[src/rtl/cricket_match_engine.sv]
// Two-innings cricket match engine driven by a free-running Galois LFSR.
// Tracks score, wickets, overs and innings, and decides win, loss or tie.
module cricket_match_engine #(
    parameter int             OVERS          = 20,
    parameter int             BALLS_PER_OVER = 6,
    parameter int             MAX_WICKETS    = 10,
    parameter int             RUN_W          = 9,
    parameter int             LFSR_W         = 8,
    parameter logic [LFSR_W-1:0] LFSR_TAPS   = 8'hB8,
    parameter logic [LFSR_W-1:0] LFSR_SEED   = 8'h01
) (
    input  logic             clk_fpga,
    input  logic             reset_n,
    input  logic             start,
    input  logic             delivery,
    input  logic             force_en,
    input  logic [3:0]       force_code,
    output logic [RUN_W-1:0] runs,
    output logic [3:0]       wickets,
    output logic [5:0]       overs_done,
    output logic [2:0]       ball_in_over,
    output logic             innings,
    output logic [RUN_W:0]   target,
    output logic [3:0]       last_outcome,
    output logic             outcome_valid,
    output logic             inningOver,
    output logic             gameOver,
    output logic [1:0]       winner
);

    typedef enum logic [2:0] {
        S_IDLE,
        S_INN1,
        S_BREAK,
        S_INN2,
        S_DONE
    } state_t;

    // A zero seed would lock the LFSR at zero forever.
    localparam logic [LFSR_W-1:0] SEED =
        (LFSR_SEED == '0) ? {{(LFSR_W-1){1'b0}}, 1'b1} : LFSR_SEED;

    localparam logic [3:0] CODE_WIDE   = 4'd13;
    localparam logic [3:0] CODE_NOBALL = 4'd14;
    localparam logic [3:0] CODE_WKT    = 4'd15;

    state_t            state;
    state_t            state_nxt;
    logic [LFSR_W-1:0] lfsr;
    logic [3:0]        code;
    logic [RUN_W:0]    add;
    logic [RUN_W:0]    sum;
    logic [RUN_W-1:0]  runs_nxt;
    logic [3:0]        wk_nxt;
    logic [2:0]        bio_nxt;
    logic [5:0]        overs_nxt;
    logic              take;
    logic              legal;
    logic              all_out;
    logic              overs_out;
    logic              inn_end;
    logic              chase;

    // Free-running Galois LFSR; steps on every clock in every state.
    always_ff @(posedge clk_fpga or negedge reset_n) begin
        if (!reset_n) begin
            lfsr <= SEED;
        end else if (lfsr[0]) begin
            lfsr <= (lfsr >> 1) ^ LFSR_TAPS;
        end else begin
            lfsr <= lfsr >> 1;
        end
    end

    // Decode the ball outcome and compute the post-ball score.
    always_comb begin
        code      = force_en ? force_code : lfsr[3:0];
        take      = delivery && (state == S_INN1 || state == S_INN2);
        legal     = (code != CODE_WIDE) && (code != CODE_NOBALL);
        add       = '0;
        unique case (code)
            4'd0, 4'd1, 4'd2:             add = '0;
            4'd3, 4'd4, 4'd5, 4'd6:       add = (RUN_W+1)'(1);
            4'd7, 4'd8, 4'd9:             add = (RUN_W+1)'(2);
            4'd10:                        add = (RUN_W+1)'(3);
            4'd11:                        add = (RUN_W+1)'(4);
            4'd12:                        add = (RUN_W+1)'(6);
            4'd13, 4'd14:                 add = (RUN_W+1)'(1);
            4'd15:                        add = '0;
        endcase
        sum       = {1'b0, runs} + add;
        runs_nxt  = sum[RUN_W] ? '1 : sum[RUN_W-1:0];
        wk_nxt    = wickets + {3'd0, code == CODE_WKT};
        bio_nxt   = ball_in_over;
        overs_nxt = overs_done;
        if (legal) begin
            if (ball_in_over == 3'(BALLS_PER_OVER - 1)) begin
                bio_nxt   = '0;
                overs_nxt = overs_done + 6'd1;
            end else begin
                bio_nxt   = ball_in_over + 3'd1;
            end
        end
        all_out   = (wk_nxt == 4'(MAX_WICKETS));
        overs_out = (overs_nxt == 6'(OVERS));
        inn_end   = all_out || overs_out;
        chase     = (state == S_INN2) && ({1'b0, runs_nxt} >= target);
    end

    // Match state register.
    always_ff @(posedge clk_fpga or negedge reset_n) begin
        if (!reset_n) begin
            state <= S_IDLE;
        end else begin
            state <= state_nxt;
        end
    end

    // Next-state sequencing and state-derived flags.
    always_comb begin
        state_nxt  = state;
        inningOver = 1'b0;
        gameOver   = 1'b0;
        unique case (state)
            S_IDLE: begin
                if (start) state_nxt = S_INN1;
            end
            S_INN1: begin
                if (take && inn_end) state_nxt = S_BREAK;
            end
            S_BREAK: begin
                inningOver = 1'b1;
                if (start) state_nxt = S_INN2;
            end
            S_INN2: begin
                if (take && (chase || inn_end)) state_nxt = S_DONE;
            end
            S_DONE: begin
                inningOver = 1'b1;
                gameOver   = 1'b1;
            end
            default: state_nxt = S_IDLE;
        endcase
    end

    // Scoreboard counters, target capture and result.
    always_ff @(posedge clk_fpga or negedge reset_n) begin
        if (!reset_n) begin
            runs          <= '0;
            wickets       <= '0;
            overs_done    <= '0;
            ball_in_over  <= '0;
            innings       <= 1'b0;
            target        <= '0;
            last_outcome  <= '0;
            outcome_valid <= 1'b0;
            winner        <= 2'b00;
        end else begin
            outcome_valid <= 1'b0;
            if (state == S_BREAK && start) begin
                runs         <= '0;
                wickets      <= '0;
                overs_done   <= '0;
                ball_in_over <= '0;
                innings      <= 1'b1;
            end else if (take) begin
                runs          <= runs_nxt;
                wickets       <= wk_nxt;
                overs_done    <= overs_nxt;
                ball_in_over  <= bio_nxt;
                last_outcome  <= code;
                outcome_valid <= 1'b1;
                if (state == S_INN1 && inn_end) begin
                    target <= {1'b0, runs_nxt} + (RUN_W+1)'(1);
                end
                if (state == S_INN2) begin
                    if (chase) begin
                        winner <= 2'b10;
                    end else if (inn_end) begin
                        // Team 2 can at most level the score without chasing.
                        winner <= ({1'b0, runs_nxt} == target - (RUN_W+1)'(1))
                                  ? 2'b11 : 2'b01;
                    end
                end
            end
        end
    end

endmodule

[config.mk]
export PLATFORM = sky130hd
export DESIGN_NAME = cricket_match_engine
export DESIGN_NICKNAME = d
export VERILOG_FILES = /design/src/rtl/cricket_match_engine.sv
export SDC_FILE = /design/constraint.sdc
export NUM_CORES = 1
export LEC_CHECK = 0
export ABC_CLOCK_PERIOD_IN_PS = 3900
export CORE_ASPECT_RATIO = 0.9
export CORE_MARGIN = 5
export CORE_UTILIZATION = 49
export CTS_CLUSTER_DIAMETER = 150
export DETAILED_ROUTE_END_ITERATION = 6
export GPL_ROUTABILITY_DRIVEN = 0
export PLACE_DENSITY = 0.75
export SYNTH_ARGS = -nofsm -noshare
export SYNTH_HDL_FRONTEND = slang
export SYNTH_SLANG_ARGS = --single-unit
export TNS_END_PERCENT = 100
[constraint.sdc]
create_clock -name clk_fpga -period 3.9 [get_ports clk_fpga]
set_input_delay 0.975 -clock clk_fpga [delete_from_list [all_inputs] [get_ports clk_fpga]]
set_output_delay 0.975 -clock clk_fpga [all_outputs]
set_load 0.03 [all_outputs]
==> run_results.csv <==
group,metric,value,unit
detailed_routing,initialDrtViolationCount,130,
power_and_ir_drop,clockPowerShare,16.8,%
critical_path,path_max_fanout,4,
detailed_routing,totalWireLength,9.588,mm
critical_path,cp_cell_sequence,"buf_12, mux2i_4, inv_2, ha_4, mux2i_1, nor2_1, a21o_1, ha_4, a211oi_4, buf_6, or4b_4, buf_6, nand2_2, ha_4, nand2_2, a211o_1, o22ai_2, a211oi_2, or3_4, a21o_1",
die,start_util,50.60,%
timing,rsz0062_at_grt,"yes",
timing,skew,8.537,ps
critical_path,regToRegEndpoint,"winner[0]$_DFFE_PN0P_",
global_route,grt_use_total,22.06,%
clock_network,ctsHoldBuffers,0,
power_and_ir_drop,combPwrFrac,47.5,%
timing,fin_ws,-462.9,ps
timing,fmax,229.2,MHz
yosys,synthDistinctLibCells,68,
critical_path,reg2reg_depth,17,
critical_path,slowest_stage,"or4b_4",
power_and_ir_drop,cellLeakagePower,2.142,nW
yosys,synth_xor_area_share,6.796,%
yosys,async_reset_ff_share,100.0,%
critical_path,required,4100,ps
die,die_width,97.17,microns
status,outcome,"finished, violations left",
detailed_routing,ant_nets,0,
critical_path,cp_slowest_stage_delay,580,ps
yosys,synth_edf_count,0,
place,hpwlAfterDp,6.828,mm
timing,worst_pin_slew,600.9,ps
die,rows,28,
clock_network,h-tree-depth,2,
clock_network,numCtsBuffers,5,
critical_path,endpoint,"winner[0]$_DFFE_PN0P_",
timing,slew_viol_final,0,
power_and_ir_drop,switching_share,38.44,%
critical_path,worst_setup_path_start_kind,"primary input",
yosys,synth_adder_area_share,8.813,%
finish,n_antenna_cell,0,
power_and_ir_drop,pwr-share-seq,35.6,%
clock_network,clock_path_buffers,2,
finish,most-common-layout-cells,"62 x buf_4, 50 x dfrtp_1, 44 x clkdlybuf4s50_1",
critical_path,r2r_setup_slack,-70,ps
yosys,synthFlopType,"dfrtp_1",
yosys,ys_seq_area_share,38.13,%
die,die-area,8594,sq um
yosys,synth_area,3351,sq um
global_route,grt_antenna_before_repair,0,
yosys,yosys-mux-area-fraction,3.996,%
critical_path,path_class,"in -> reg",
detailed_routing,dr.pass1.iters,4,
global_route,grt_pass1_vias,3226,
die,die_h,88.45,microns
worst_hold_path,holdCritPathClass,"reg -> reg",
yosys,avgSynthCellArea,9.465,sq um
power_and_ir_drop,p_switching,705.6,uW
critical_path,crit_path_end_kind,"flop",
clock_network,path_clk_slew,100,ps
finish,post_route_cells_drive_above_1_share,31.08,%
finish,final_common_cell,"buf_4",
critical_path,crit_start,"force_en",
timing,fin_crit,4363,ps
clock_network,insertion_delay,300,ps
clock_network,cts.sinks,51,
finish,fin_util,74.28,%
global_route,gr-total-overflow,0,
detailed_routing,drc,0,
yosys,syn_inst,354,
power_and_ir_drop,power_density,373.1,nW/um^2
timing,post-route-period-util,111.9,%
yosys,synth_seq_cells,51,
place,port_buffers,50,
critical_path,cp_data_arrival_time,4570,ps
critical_path,timing.rr.start,"lfsr[0]$_DFF_PN1_",
yosys,synth_top_family_by_area,"compound AO/OA/AOI/OAI gates",
timing,setup_viol,5,
finish,synthToLayoutAreaGrowth,46.79,%
global_route,grt_max_degree,27,
detailed_routing,via_count,3192,
clock_network,cts_tree,"built",
detailed_routing,avgRoutedWirePerCell,17.03,microns
die,io_pins,51,
place,dp_slack,-1399,ps
timing,finalHoldViolations,0,
status,failed_checks,"negative setup slack",
yosys,yosysWarningCount,0,
die,core_area,6621,sq um
power_and_ir_drop,ir_worst_vdd,546.9,uV
timing,slew-limit-headroom,59.94,%
run,drv_cap,0,
finish,nNetsFinal,504,
detailed_routing,post_drt_via_cell_ratio,5.670,
power_and_ir_drop,intPower,1.130,mW
global_route,grt_pass1_wl,15.57,mm
yosys,synthSimpleGateAreaFrac,18.19,%
yosys,synth-compound-area-share,20.01,%
yosys,syn_nets,386,
critical_path,cpMostUsedCell,"ha_4",
clock_network,cts_root_buf,"clkbuf_8",
worst max-delay path, delay by kind of cell:
| family | cells | cell delay, ps |
|---|---|---|
| fa+ha+maj | 3 | 600 |
| compound gates | 6 | 910 |
| simple gates | 5 | 1170 |
| mux | 2 | 430 |
| buf+inv | 4 | 490 |
worst min path at each step:
stage                                 start  slack (ps)                 to  cells past startpoint
after floorplan           lfsr[7]$_DFF_PN0_         330  lfsr[6]$_DFF_PN0_                      0
after global placement    lfsr[7]$_DFF_PN0_         350  lfsr[6]$_DFF_PN0_                      0
after detailed placement  lfsr[7]$_DFF_PN0_         340  lfsr[6]$_DFF_PN0_                      0
after CTS                 lfsr[7]$_DFF_PN0_         370  lfsr[6]$_DFF_PN0_                      0
after global routing      lfsr[7]$_DFF_PN0_         390  lfsr[6]$_DFF_PN0_                      0
final                     lfsr[7]$_DFF_PN0_         370  lfsr[6]$_DFF_PN0_                      0
Yosys cell counts (2+ instances only):
library cell | n | area, sq um
a311oi_1 | 2 | 17.52
ha_1 | 22 | 275.3
a21boi_0 | 3 | 22.52
a211o_1 | 3 | 26.28
a21o_1 | 2 | 15.01
o2111ai_1 | 2 | 17.52
xor2_1 | 11 | 96.34
or3_1 | 2 | 12.51
or2_2 | 2 | 12.51
mux2i_1 | 10 | 100.1
nor3_1 | 7 | 35.03
nand3b_1 | 2 | 15.01
o221ai_1 | 2 | 17.52
o21ai_0 | 34 | 170.2
nand2_1 | 31 | 116.4
a21oi_1 | 12 | 60.06
nor3b_1 | 2 | 15.01
xnor2_1 | 15 | 131.4
o22ai_1 | 3 | 18.77
clkbuf_1 | 4 | 15.01
dfrtp_1 | 50 | 1251
and3b_1 | 3 | 26.28
and3_1 | 6 | 37.54
nor4_1 | 3 | 18.77
a22o_1 | 8 | 70.07
o21bai_1 | 2 | 15.01
nor2b_1 | 4 | 25.02
and2_1 | 2 | 12.51
a31oi_1 | 3 | 18.77
nand4_1 | 8 | 50.05
nand2b_1 | 4 | 25.02
nand3_1 | 10 | 50.05
inv_1 | 24 | 90.09
a211oi_1 | 3 | 22.52
nor2_1 | 20 | 75.07
per-layer routing:
layer	wire (microns)	vias up	GRT usage [%]
met2	4518	92	37.72
li1	-	1515	-
met1	4424	1572	29.74
met5	0	-	0
met4	149	0	4.337
met3	495	13	4.255
cells by family after synthesis:
logic type,Yosys count
simple gates,114
compound gates,95
flops,51
buf+inv,33
xor+xnor,26
fa+ha+maj,23
mux,12
through the flow:
step | TNS [ps] | power [mW] | instances | instance area [sq um] | hold WS, ps
final | -2001 | 1.835 | 563 | 4918 | 369.4
after global routing | -2936 | 1.944 | 563 | 4918 | 390.5
after CTS | -2012 | 1.741 | 553 | 4691 | 370.4
after detailed placement | -16470 | 1.394 | 536 | 4503 | 337.2
after global placement | -14310 | 1.367 | 536 | 4503 | 346.4
after floorplan | -2983 | 1.069 | 354 | 3568 | 331.2
power by group through the flow:
stage	sequential, mW	combinational [mW]	clock (mW)
finish	0.654	0.873	0.309
floorplan	0.736	0.334	0
CTS	0.649	0.777	0.315
global route	0.665	0.937	0.342
detailed placement	0.659	0.735	0
global placement	0.654	0.713	0
sequential cells by signal, indices dropped and copies added (netlist names):
| signal | cells |
|---|---|
| innings | 1 |
| target | 10 |
| ball_in_over | 3 |
| lfsr | 8 |
| overs_done | 6 |
| last_outcome | 4 |
| runs | 9 |
| state | 3 |
| outcome_valid | 1 |
| wickets | 4 |
| winner | 2 |
what timing repair did:
item                                    CTS  global route
endpoints found under the setup margin   19            10
setup buffers                             9            10
pin swaps                                20            25
resized for setup                        28            32
cloned                                    0             0
final cells by class:
cell class / count / area [sq um]
sequential: 51 / 1277
clock inverter: 1 / 7.507
timing repair buffer: 119 / 1046
inverter: 25 / 96.34
multi-input combinational: 270 / 2302
clock buffer: 7 / 76.32
fill: 445 / 1703
tap: 90 / 112.6
(Power assumes the default switching activity.)
